[src/rtl/me_pkg.sv]
// Shared types and defaults for the motion-estimation window slicer family.
// Pure declarations: no latency, no flow control.
package me_pkg;

  typedef enum logic {
    FILL = 1'b0,
    EMIT = 1'b1
  } state_e;

  localparam int PIX_W_DEF = 1;
  localparam int WIN_W_DEF = 16;
  localparam int NPOS_DEF  = 8;
  localparam int ROWS_DEF  = 8;

  function automatic int clog2(input int value);
    int r;
    r = 0;
    while ((1 << r) < value) begin
      r = r + 1;
    end
    return r;
  endfunction

endpackage

[src/rtl/me_window_slicer_if.sv]
// Row-in / windowed-row-out stream pair between the fetch buffer and the AD array.
// Valid/ready on both sides; the slave modport is the slicer itself.
interface me_window_slicer_if
  import me_pkg::*;
#(
  parameter int PIX_W = PIX_W_DEF,
  parameter int WIN_W = WIN_W_DEF,
  parameter int NPOS  = NPOS_DEF,
  parameter int ROWS  = ROWS_DEF
);
  localparam int SEG_W = WIN_W + NPOS - 1;
  localparam int IDX_W = clog2(ROWS);

  logic                        in_valid_i;
  logic                        in_ready_o;
  logic [SEG_W*PIX_W-1:0]      in_row_i;
  logic                        out_valid_o;
  logic                        out_ready_i;
  logic [NPOS*WIN_W*PIX_W-1:0] out_win_o;
  logic [IDX_W-1:0]            out_row_o;
  logic                        out_last_o;

  modport slave (
    input  in_valid_i, in_row_i, out_ready_i,
    output in_ready_o, out_valid_o, out_win_o, out_row_o, out_last_o
  );

  modport master (
    output in_valid_i, in_row_i, out_ready_i,
    input  in_ready_o, out_valid_o, out_win_o, out_row_o, out_last_o
  );

endinterface

[src/rtl/me_row_slicer.sv]
// Combinational split of one row segment into NPOS overlapping WIN_W-element windows.
// Zero latency, no flow control; window p takes elements [p+WIN_W-1:p].
module me_row_slicer
  import me_pkg::*;
#(
  parameter int PIX_W = PIX_W_DEF,
  parameter int WIN_W = WIN_W_DEF,
  parameter int NPOS  = NPOS_DEF
) (
  input  logic [(WIN_W+NPOS-1)*PIX_W-1:0] row_i,
  output logic [NPOS*WIN_W*PIX_W-1:0]     win_o
);

  for (genvar p = 0; p < NPOS; p++) begin : g_pos
    assign win_o[p*WIN_W*PIX_W +: WIN_W*PIX_W] = row_i[p*PIX_W +: WIN_W*PIX_W];
  end

endmodule

[src/rtl/me_window_slicer.sv]
// Circular row buffer that gathers ROWS rows, then replays them as windowed rows.
// Output valid 1 cycle after the completing input beat; input stalls while a block is emitted.
module me_window_slicer
  import me_pkg::*;
#(
  parameter int PIX_W = PIX_W_DEF,
  parameter int WIN_W = WIN_W_DEF,
  parameter int NPOS  = NPOS_DEF,
  parameter int ROWS  = ROWS_DEF
) (
  input  logic               clk_i,
  input  logic               rst_i,
  input  logic               cfg_slide_i,
  input  logic               flush_i,
  me_window_slicer_if.slave  bus,
  output logic [15:0]        blk_cnt_o
);

  localparam int SEG_W    = WIN_W + NPOS - 1;
  localparam int ROW_BITS = SEG_W * PIX_W;
  localparam int PTR_W    = clog2(ROWS);
  localparam int CNT_W    = clog2(ROWS + 1);

  localparam logic [PTR_W-1:0] PTR_LAST = PTR_W'(ROWS - 1);
  localparam logic [CNT_W-1:0] CNT_LAST = CNT_W'(ROWS - 1);
  localparam logic [PTR_W:0]   ROWS_EXT = (PTR_W + 1)'(ROWS);

  function automatic logic [PTR_W-1:0] ptr_inc(input logic [PTR_W-1:0] p);
    return (p == PTR_LAST) ? '0 : p + 1'b1;
  endfunction

  state_e              state_q, state_d;
  logic [PTR_W-1:0]    rd_head_q, rd_head_d;
  logic [PTR_W-1:0]    wr_ptr_q, wr_ptr_d;
  logic [PTR_W-1:0]    idx_q, idx_d;
  logic [CNT_W-1:0]    cnt_q, cnt_d;
  logic [15:0]         blk_cnt_q, blk_cnt_d;
  logic [ROW_BITS-1:0] mem_q [ROWS];
  logic [ROW_BITS-1:0] mem_d [ROWS];

  logic                in_ready;
  logic                out_valid;
  logic                in_hs;
  logic                out_hs;
  logic [PTR_W:0]      rd_sum;
  logic [PTR_W-1:0]    rd_idx;

  assign in_ready  = !rst_i && !flush_i && (state_q == FILL);
  assign out_valid = !rst_i && (state_q == EMIT);
  assign in_hs     = bus.in_valid_i && in_ready;
  assign out_hs    = out_valid && bus.out_ready_i;

  assign bus.in_ready_o  = in_ready;
  assign bus.out_valid_o = out_valid;
  assign bus.out_row_o   = rst_i ? '0 : idx_q;
  assign bus.out_last_o  = out_valid && (idx_q == PTR_LAST);
  assign blk_cnt_o       = blk_cnt_q;

  // Wrap by compare so ROWS need not be a power of two.
  always_comb begin
    rd_sum = {1'b0, rd_head_q} + {1'b0, idx_q};
    rd_idx = rd_sum[PTR_W-1:0];
    if (rd_sum >= ROWS_EXT) begin
      rd_idx = PTR_W'(rd_sum - ROWS_EXT);
    end
  end

  me_row_slicer #(
    .PIX_W (PIX_W),
    .WIN_W (WIN_W),
    .NPOS  (NPOS)
  ) u_row_slicer (
    .row_i (mem_q[rd_idx]),
    .win_o (bus.out_win_o)
  );

  always_comb begin
    state_d   = state_q;
    rd_head_d = rd_head_q;
    wr_ptr_d  = wr_ptr_q;
    idx_d     = idx_q;
    cnt_d     = cnt_q;
    blk_cnt_d = blk_cnt_q;
    mem_d     = mem_q;

    if (flush_i) begin
      state_d   = FILL;
      rd_head_d = '0;
      wr_ptr_d  = '0;
      idx_d     = '0;
      cnt_d     = '0;
      blk_cnt_d = '0;
    end else if (state_q == FILL) begin
      if (in_hs) begin
        mem_d[wr_ptr_q] = bus.in_row_i;
        wr_ptr_d        = ptr_inc(wr_ptr_q);
        cnt_d           = cnt_q + 1'b1;
        if (cnt_q == CNT_LAST) begin
          state_d = EMIT;
          idx_d   = '0;
        end
      end
    end else if (out_hs) begin
      if (idx_q == PTR_LAST) begin
        state_d   = FILL;
        idx_d     = '0;
        blk_cnt_d = blk_cnt_q + 16'd1;
        // Sliding keeps the newest ROWS-1 rows, so one fresh row closes the next block.
        if (cfg_slide_i) begin
          rd_head_d = ptr_inc(rd_head_q);
          cnt_d     = CNT_LAST;
        end else begin
          rd_head_d = wr_ptr_q;
          cnt_d     = '0;
        end
      end else begin
        idx_d = ptr_inc(idx_q);
      end
    end
  end

  always_ff @(posedge clk_i) begin
    if (rst_i) begin
      state_q   <= FILL;
      rd_head_q <= '0;
      wr_ptr_q  <= '0;
      idx_q     <= '0;
      cnt_q     <= '0;
      blk_cnt_q <= '0;
    end else begin
      state_q   <= state_d;
      rd_head_q <= rd_head_d;
      wr_ptr_q  <= wr_ptr_d;
      idx_q     <= idx_d;
      cnt_q     <= cnt_d;
      blk_cnt_q <= blk_cnt_d;
    end
  end

  always_ff @(posedge clk_i) begin
    mem_q <= mem_d;
  end

endmodule

[src/flat_wrapper.sv]
// flat-port wrapper written by rule: the top's interface ports become plain ports
module me_window_slicer_flat import me_pkg::*;
#(
  parameter int PIX_W = PIX_W_DEF,
  parameter int WIN_W = WIN_W_DEF,
  parameter int NPOS  = NPOS_DEF,
  parameter int ROWS  = ROWS_DEF
)
  (clk_i, rst_i, cfg_slide_i, flush_i, blk_cnt_o, bus_in_valid_i, bus_in_row_i, bus_out_ready_i, bus_in_ready_o, bus_out_valid_o, bus_out_win_o, bus_out_row_o, bus_out_last_o);
  me_window_slicer_if #(.PIX_W(PIX_W), .WIN_W(WIN_W), .NPOS(NPOS), .ROWS(ROWS)) bus_i ();
  input  logic clk_i;
  input  logic rst_i;
  input  logic cfg_slide_i;
  input  logic flush_i;
  output logic [15:0] blk_cnt_o;
  input wire logic [$bits(bus_i.in_valid_i)-1:0] bus_in_valid_i;
  input wire logic [$bits(bus_i.in_row_i)-1:0] bus_in_row_i;
  input wire logic [$bits(bus_i.out_ready_i)-1:0] bus_out_ready_i;
  output wire logic [$bits(bus_i.in_ready_o)-1:0] bus_in_ready_o;
  output wire logic [$bits(bus_i.out_valid_o)-1:0] bus_out_valid_o;
  output wire logic [$bits(bus_i.out_win_o)-1:0] bus_out_win_o;
  output wire logic [$bits(bus_i.out_row_o)-1:0] bus_out_row_o;
  output wire logic [$bits(bus_i.out_last_o)-1:0] bus_out_last_o;
  assign bus_i.in_valid_i = bus_in_valid_i;
  assign bus_i.in_row_i = bus_in_row_i;
  assign bus_i.out_ready_i = bus_out_ready_i;
  assign bus_in_ready_o = bus_i.in_ready_o;
  assign bus_out_valid_o = bus_i.out_valid_o;
  assign bus_out_win_o = bus_i.out_win_o;
  assign bus_out_row_o = bus_i.out_row_o;
  assign bus_out_last_o = bus_i.out_last_o;
  me_window_slicer #(.PIX_W(PIX_W), .WIN_W(WIN_W), .NPOS(NPOS), .ROWS(ROWS)) u_core (.clk_i(clk_i), .rst_i(rst_i), .cfg_slide_i(cfg_slide_i), .flush_i(flush_i), .bus(bus_i), .blk_cnt_o(blk_cnt_o));
endmodule
[config.mk]
export PLATFORM = sky130hd
export DESIGN_NAME = me_window_slicer_flat
export DESIGN_NICKNAME = d
export VERILOG_FILES = /design/src/rtl/me_pkg.sv /design/src/rtl/me_window_slicer_if.sv /design/src/rtl/me_row_slicer.sv /design/src/rtl/me_window_slicer.sv /design/src/flat_wrapper.sv
export SDC_FILE = /design/constraint.sdc
export NUM_CORES = 1
export LEC_CHECK = 0
export CAP_MARGIN = 20
export CORE_ASPECT_RATIO = 1.4
export CORE_MARGIN = 2
export CORE_UTILIZATION = 32
export DETAILED_ROUTE_END_ITERATION = 8
export PLACE_DENSITY_LB_ADDON = 0.25
export SKIP_LAST_GASP = 1
export SLEW_MARGIN = 20
export SYNTH_ARGS = -nofsm -noshare
export SYNTH_HDL_FRONTEND = slang
export SYNTH_SLANG_ARGS = --single-unit
[constraint.sdc]
create_clock -name clk_i -period 11.33 [get_ports clk_i]
set_input_delay 3.399 -clock clk_i [delete_from_list [all_inputs] [get_ports clk_i]]
set_output_delay 3.399 -clock clk_i [all_outputs]
set_load 0.02 [all_outputs]
# ---- Word-level counts from Yosys, hierarchy flattened
# Index checks and enable logic that the tools add are counted.
dict set report word_totals {
  regBits 214
  inputBits 29
  out_inout_bits 150
}
dict set report op_classes {
  n_addsub 7
  magnitude_cmp 4
  n_eq_ne 6
  n_mux 26
  bitwise_logic 4
  reduce_logical 17
}
# cell count
set op_table {}
lappend op_table {{bitwise mux 184 bit} 1}
lappend op_table {{binary-select mux 23 bit (select 3 bit)} 1}
lappend op_table {{demux 23 bit (select 3 bit)} 1}
lappend op_table {{two-way mux 23 bit} 3}
lappend op_table {{two-way mux 3 bit} 11}
lappend op_table {{adder 16 x 1 -> 16 bit, second input constant} 1}
lappend op_table {{two-way mux 4 bit} 4}
lappend op_table {{>= comparator 4 bit, second input constant} 3}
lappend op_table {{AND reduction 3 bit} 4}
lappend op_table {{adder 3 x 1 -> 3 bit, second input constant} 3}
lappend op_table {{equality test 3 bit, second input constant} 3}
lappend op_table {{NOT 3 -> 4 bit} 2}
lappend op_table {{logical AND 1 bit} 7}
lappend op_table {{two-way mux 1 bit} 5}
lappend op_table {{adder 3 x 3 -> 4 bit} 1}
lappend op_table {{adder 4 x 1 -> 4 bit, second input constant} 1}
lappend op_table {{equality test 4 x 3 -> 1 bit, second input constant} 1}
lappend op_table {{< comparator 4 x 1 -> 1 bit, second input constant} 1}
lappend op_table {{!= test 2 bit, second input constant} 2}
lappend op_table {{nonzero test 2 bit} 2}
lappend op_table {{subtractor 3 x 1 -> 3 bit, second input constant} 1}
lappend op_table {{logical NOT 1 bit} 2}
lappend op_table {{NOT 1 bit} 2}
lappend op_table {{AND reduction 2 bit} 1}
lappend op_table {{OR reduction 2 bit} 1}

# ---- Longest topological paths before layout
dict set report depth {
  word_depth 7
  depth_mapped 8
  mapped_depth_nobuf 6
}

# ---- Cells and area by module
# A second synthesis with hierarchy kept.
dict set report unflattened {
  hier_cells 598
  hier_area_um2 9505.4
}
# module n_inst cells_each area_per_inst_um2 seq_area_each_um2
set modules_own_cells {}
lappend modules_own_cells {me_window_slicer 1 470 8544.4 6125.9}
lappend modules_own_cells {me_row_slicer 1 128 960.9 0.0}

# ---- Worst setup path after synthesis
# Ideal clock, no wire load.
dict set report synth_timing {
  kind {input port to output port}
  start {input port rst_i}
  end {output port bus_in_ready_o}
  t_arrival_ns 4.485
  required_ns 7.931
  slack_ns 3.446
  stages 5
  path_cell_list {buf_2 or2_2 buf_2 buf_1 nor2_1}
}
dict set report synth_via {
  elab_chain_len 3
}
# element line
set synth_rtl {}
lappend synth_rtl {{start, declared} flat_wrapper.sv:12} ;# input logic rst_i;
lappend synth_rtl {{logical NOT 1 bit} me_window_slicer.sv:48} ;# assign in_ready = !rst_i && !flush_i && (state_q == FILL);
lappend synth_rtl {{logical AND 1 bit (2 in a row)} me_window_slicer.sv:48}
lappend synth_rtl {{end, declared} flat_wrapper.sv:19} ;# output wire logic [$bits(bus_i.in_ready_o)-1:0] bus_in_ready_o;
# Every way passes these cells.

# ---- Worst setup path after layout
# Ends and elaborated chain as after synthesis.

==> reports/metrics.yaml <==
status: "complete, no violations"
combPwrFrac_pct: 4.7
r2r_cells: 3
crit_family: "buffers and inverters"
finalClockSkew_ns: 0.02417
path_cells: "clkdlybuf4s50_1, or2_2, nor2_1, clkdlybuf4s50_1"
power.share.clock_pct: 40.4
powerDensity_nw_per_um2: 136.2
seqPwrFrac_pct: 54.9
finalSetupViolCount: 0
leakagePower_nw: 3.682
critPathMaxFanout: 29
gp_congestion: 0.7942
yosys_warnings: 0
synth_xor_xnor_area_share_pct: 1.026
remaining_drc_errors: 0
ys.flop_type: "edfxtp_1"
syn_area_sq_um: 9389
drv_cap: 0
finalMaxSlewViolations: 0
p_int_mw: 1.252
antenna_found_initial: 2
chipHeight_um: 206.7
synth.avg_cell_area_sq_um: 16.41
synthAdderAreaFrac_pct: 1.413
fin_hold_ws_ns: 0.5099
ys_seq_elements: 214
yosys-top-cells-area: "edfxtp_1 59%, mux4_2 11%, buf_4 8.8%"
yosys.area.top_type: "edfxtp_1"
coreArea_sq_um: 29070
required_ns: 7.93
switchingPower_uw: 312.0
synthSimpleGateAreaFrac_pct: 5.837
cts_setup_buffers: 0
synth_top_family_by_area: "multiplexers"
die_area_sq_um: 30750
port_buffers: 178
grt_pass1_vias: 5010
cpMostUsedCell: "clkdlybuf4s50_1"
netlist.area_leader.share_pct: 58.85
dp_hpwl_mm: 11.42
cp_slowest_cell: "clkdlybuf4s50_1"
antenna_left: 0
ir_worst_vdd_uv: 95.95
dr.first_iter.drc_count: 289
synth_edf_count: 184
area_growth_pct: 22.30
yosysMostFrequentCell: "edfxtp_1"
clkSinkCount: 214
end_kind: "output pin"
yosysSeqAreaShare_pct: 65.25
crit_buf_inv: 2
synth_compound_area_share_pct: 2.012
critPathKind: "primary input to output pin"
cts_buffer_depth: 3
rows: 74
ioPinCount: 179
reg2reg_slack_ns: 8.66
dr.pass1.iters: 4
via_per_inst: 4.665
cts_resized: 0
cts_root_buf: "clkbuf_16"
synthMuxAreaShare_pct: 14.66
crit_path_start_kind: "primary input"
place_ws_ns: 2.532
fin_ws_ns: 2.532
cts_buffers: 21
hold_violations: 0
slowest_delay_ns: 0.62
grt-ovfl-total: 0
die_w_um: 148.8
synth_commonest_cells: "184 x edfxtp_1, 110 x buf_4, 46 x mux4_2, 35 x nor2_1, 30 x dfxtp_1"
postSynth.asyncResetShare_pct: 0
regToRegStartpoint: "u_core.state_q"
nNetsFinal: 690
r2r-end: "u_core.mem_q[58]"
max_clock_freq_ghz: 0.1137
rsz0062_at_grt: "no"
drive_gt1_share_pct: 17.87
fin_cells: 1047
path_clk_slew_ns: 0.06
totalWireLength_mm: 19.00
max_slew_margin_pct: 34.25
min_path_type: "flop to flop"
htree_num_levels: 1
clk_latency_ns: 0.50
min_from: "u_core.blk_cnt_o[14]"
grt_pass1_wl_mm: 28.90
tightest_slew_ns: 0.9862
grt.total_usage_pct: 12.27
syn_inst: 572
power_mw: 1.564
cts_tree: "yes"
start_util_pct: 32.29
dp.cells: 1008
vias: 4884
min_period_over_period_pct: 77.65
swShare_pct: 19.94
ys_types: 52
setup_tns_ns: 0
crit_start: "rst_i"
cts_hold_buf: 0
min_period_ns: 8.798
arrival_ns: 5.40
grt_max_degree: 47
wire_per_inst_um: 18.14
whs_path_depth: 2
hold-path-endpoint: "u_core.blk_cnt_o[14]"
synth_nets: 611
cell families after synthesis:
group                      count (synthesis)
AOI/OAI and AO/OA                         29
DFF                                      214
buffers and inverters                    131
and+or+nand+nor                          100
muxes                                     77
xor gates and xnor gates                  11
adders and majority gates                 10
cell usage in the layout (no fill, tap or decap), drive strengths merged, types with 2 or more instances in the layout:
cell	count
mux4	46
nand4	4
inv	6
nor2	35
a31oi	2
nor2b	5
clkdlybuf4s50	178
nor3	6
clkinv	8
xnor2	6
nand2	21
and2	3
nand2b	3
a211oi	4
or3	3
clkbuf	29
mux2i	7
mux2	24
and3	2
a21oi	10
ha	9
nand3	7
buf	4
o21ai	4
dfxtp	30
edfxtp	184
xor2	5
worst register-to-register path, delay by kind of cell (launching register included):
kind	cells	cell delay, ns
flip-flops	1	0.55
AND/OR/NAND/NOR	3	1.70
per-layer routing:
layer | vias up | wire length (um) | global-route usage [%] | part of all wire [%]
li1 | 2234 | - | - | -
met1 | 2453 | 7481 | 14.55 | 39
met3 | 31 | 1092 | 2.352 | 5.7
met5 | - | 13 | 0 | 0.068
met2 | 164 | 10010 | 22.57 | 53
met4 | 2 | 401 | 3.673 | 2.1
state kept, by name (all words and copies together) (netlist names):
| signal | flops |
|---|---|
| u_core.rd_head_q | 3 |
| u_core.mem_q | 184 |
| u_core.state_q | 1 |
| u_core.wr_ptr_q | 3 |
| u_core.idx_q | 3 |
| u_core.blk_cnt_o | 16 |
| u_core.cnt_q | 4 |
cell type report:
| type | count | area, sq um |
|---|---|---|
| Fill cell | 2692 | 17590 |
| Sequential cell | 214 | 6126 |
| Multi-Input combinational cell | 227 | 2420 |
| Timing Repair Buffer | 182 | 1812 |
| Clock buffer | 29 | 585.6 |
| Tap cell | 380 | 475.5 |
| Clock inverter | 9 | 42.54 |
| Inverter | 5 | 18.77 |
| Antenna cell | 1 | 2.502 |
power groups by stage:
stage	combinational [mW]	sequential, mW	clock (mW)
final	0.0737	0.859	0.632
after floorplan	0.0432	0.875	0
after global placement	0.0729	0.875	0
after detailed placement	0.0748	0.875	0
after CTS	0.0750	0.858	0.651
after global routing	0.0793	0.858	0.680
worst max-delay path by stage:
stage / to / cells after the start
final: bus_in_ready_o / 4
after global routing: bus_in_ready_o / 4
after CTS: bus_in_ready_o / 4
after detailed placement: bus_in_ready_o / 4
after global placement: bus_in_ready_o / 4
after floorplan: bus_in_ready_o / 5
metrics by stage:
step	util, %	area (sq um)
2_1_floorplan	-	9389
3_3_place_gp	37.33	10850
3_5_place_dp	37.33	10850
4_1_cts	39.49	11480
5_1_grt	39.49	11480
6_report	39.49	11480
(Power assumes the default switching activity.)
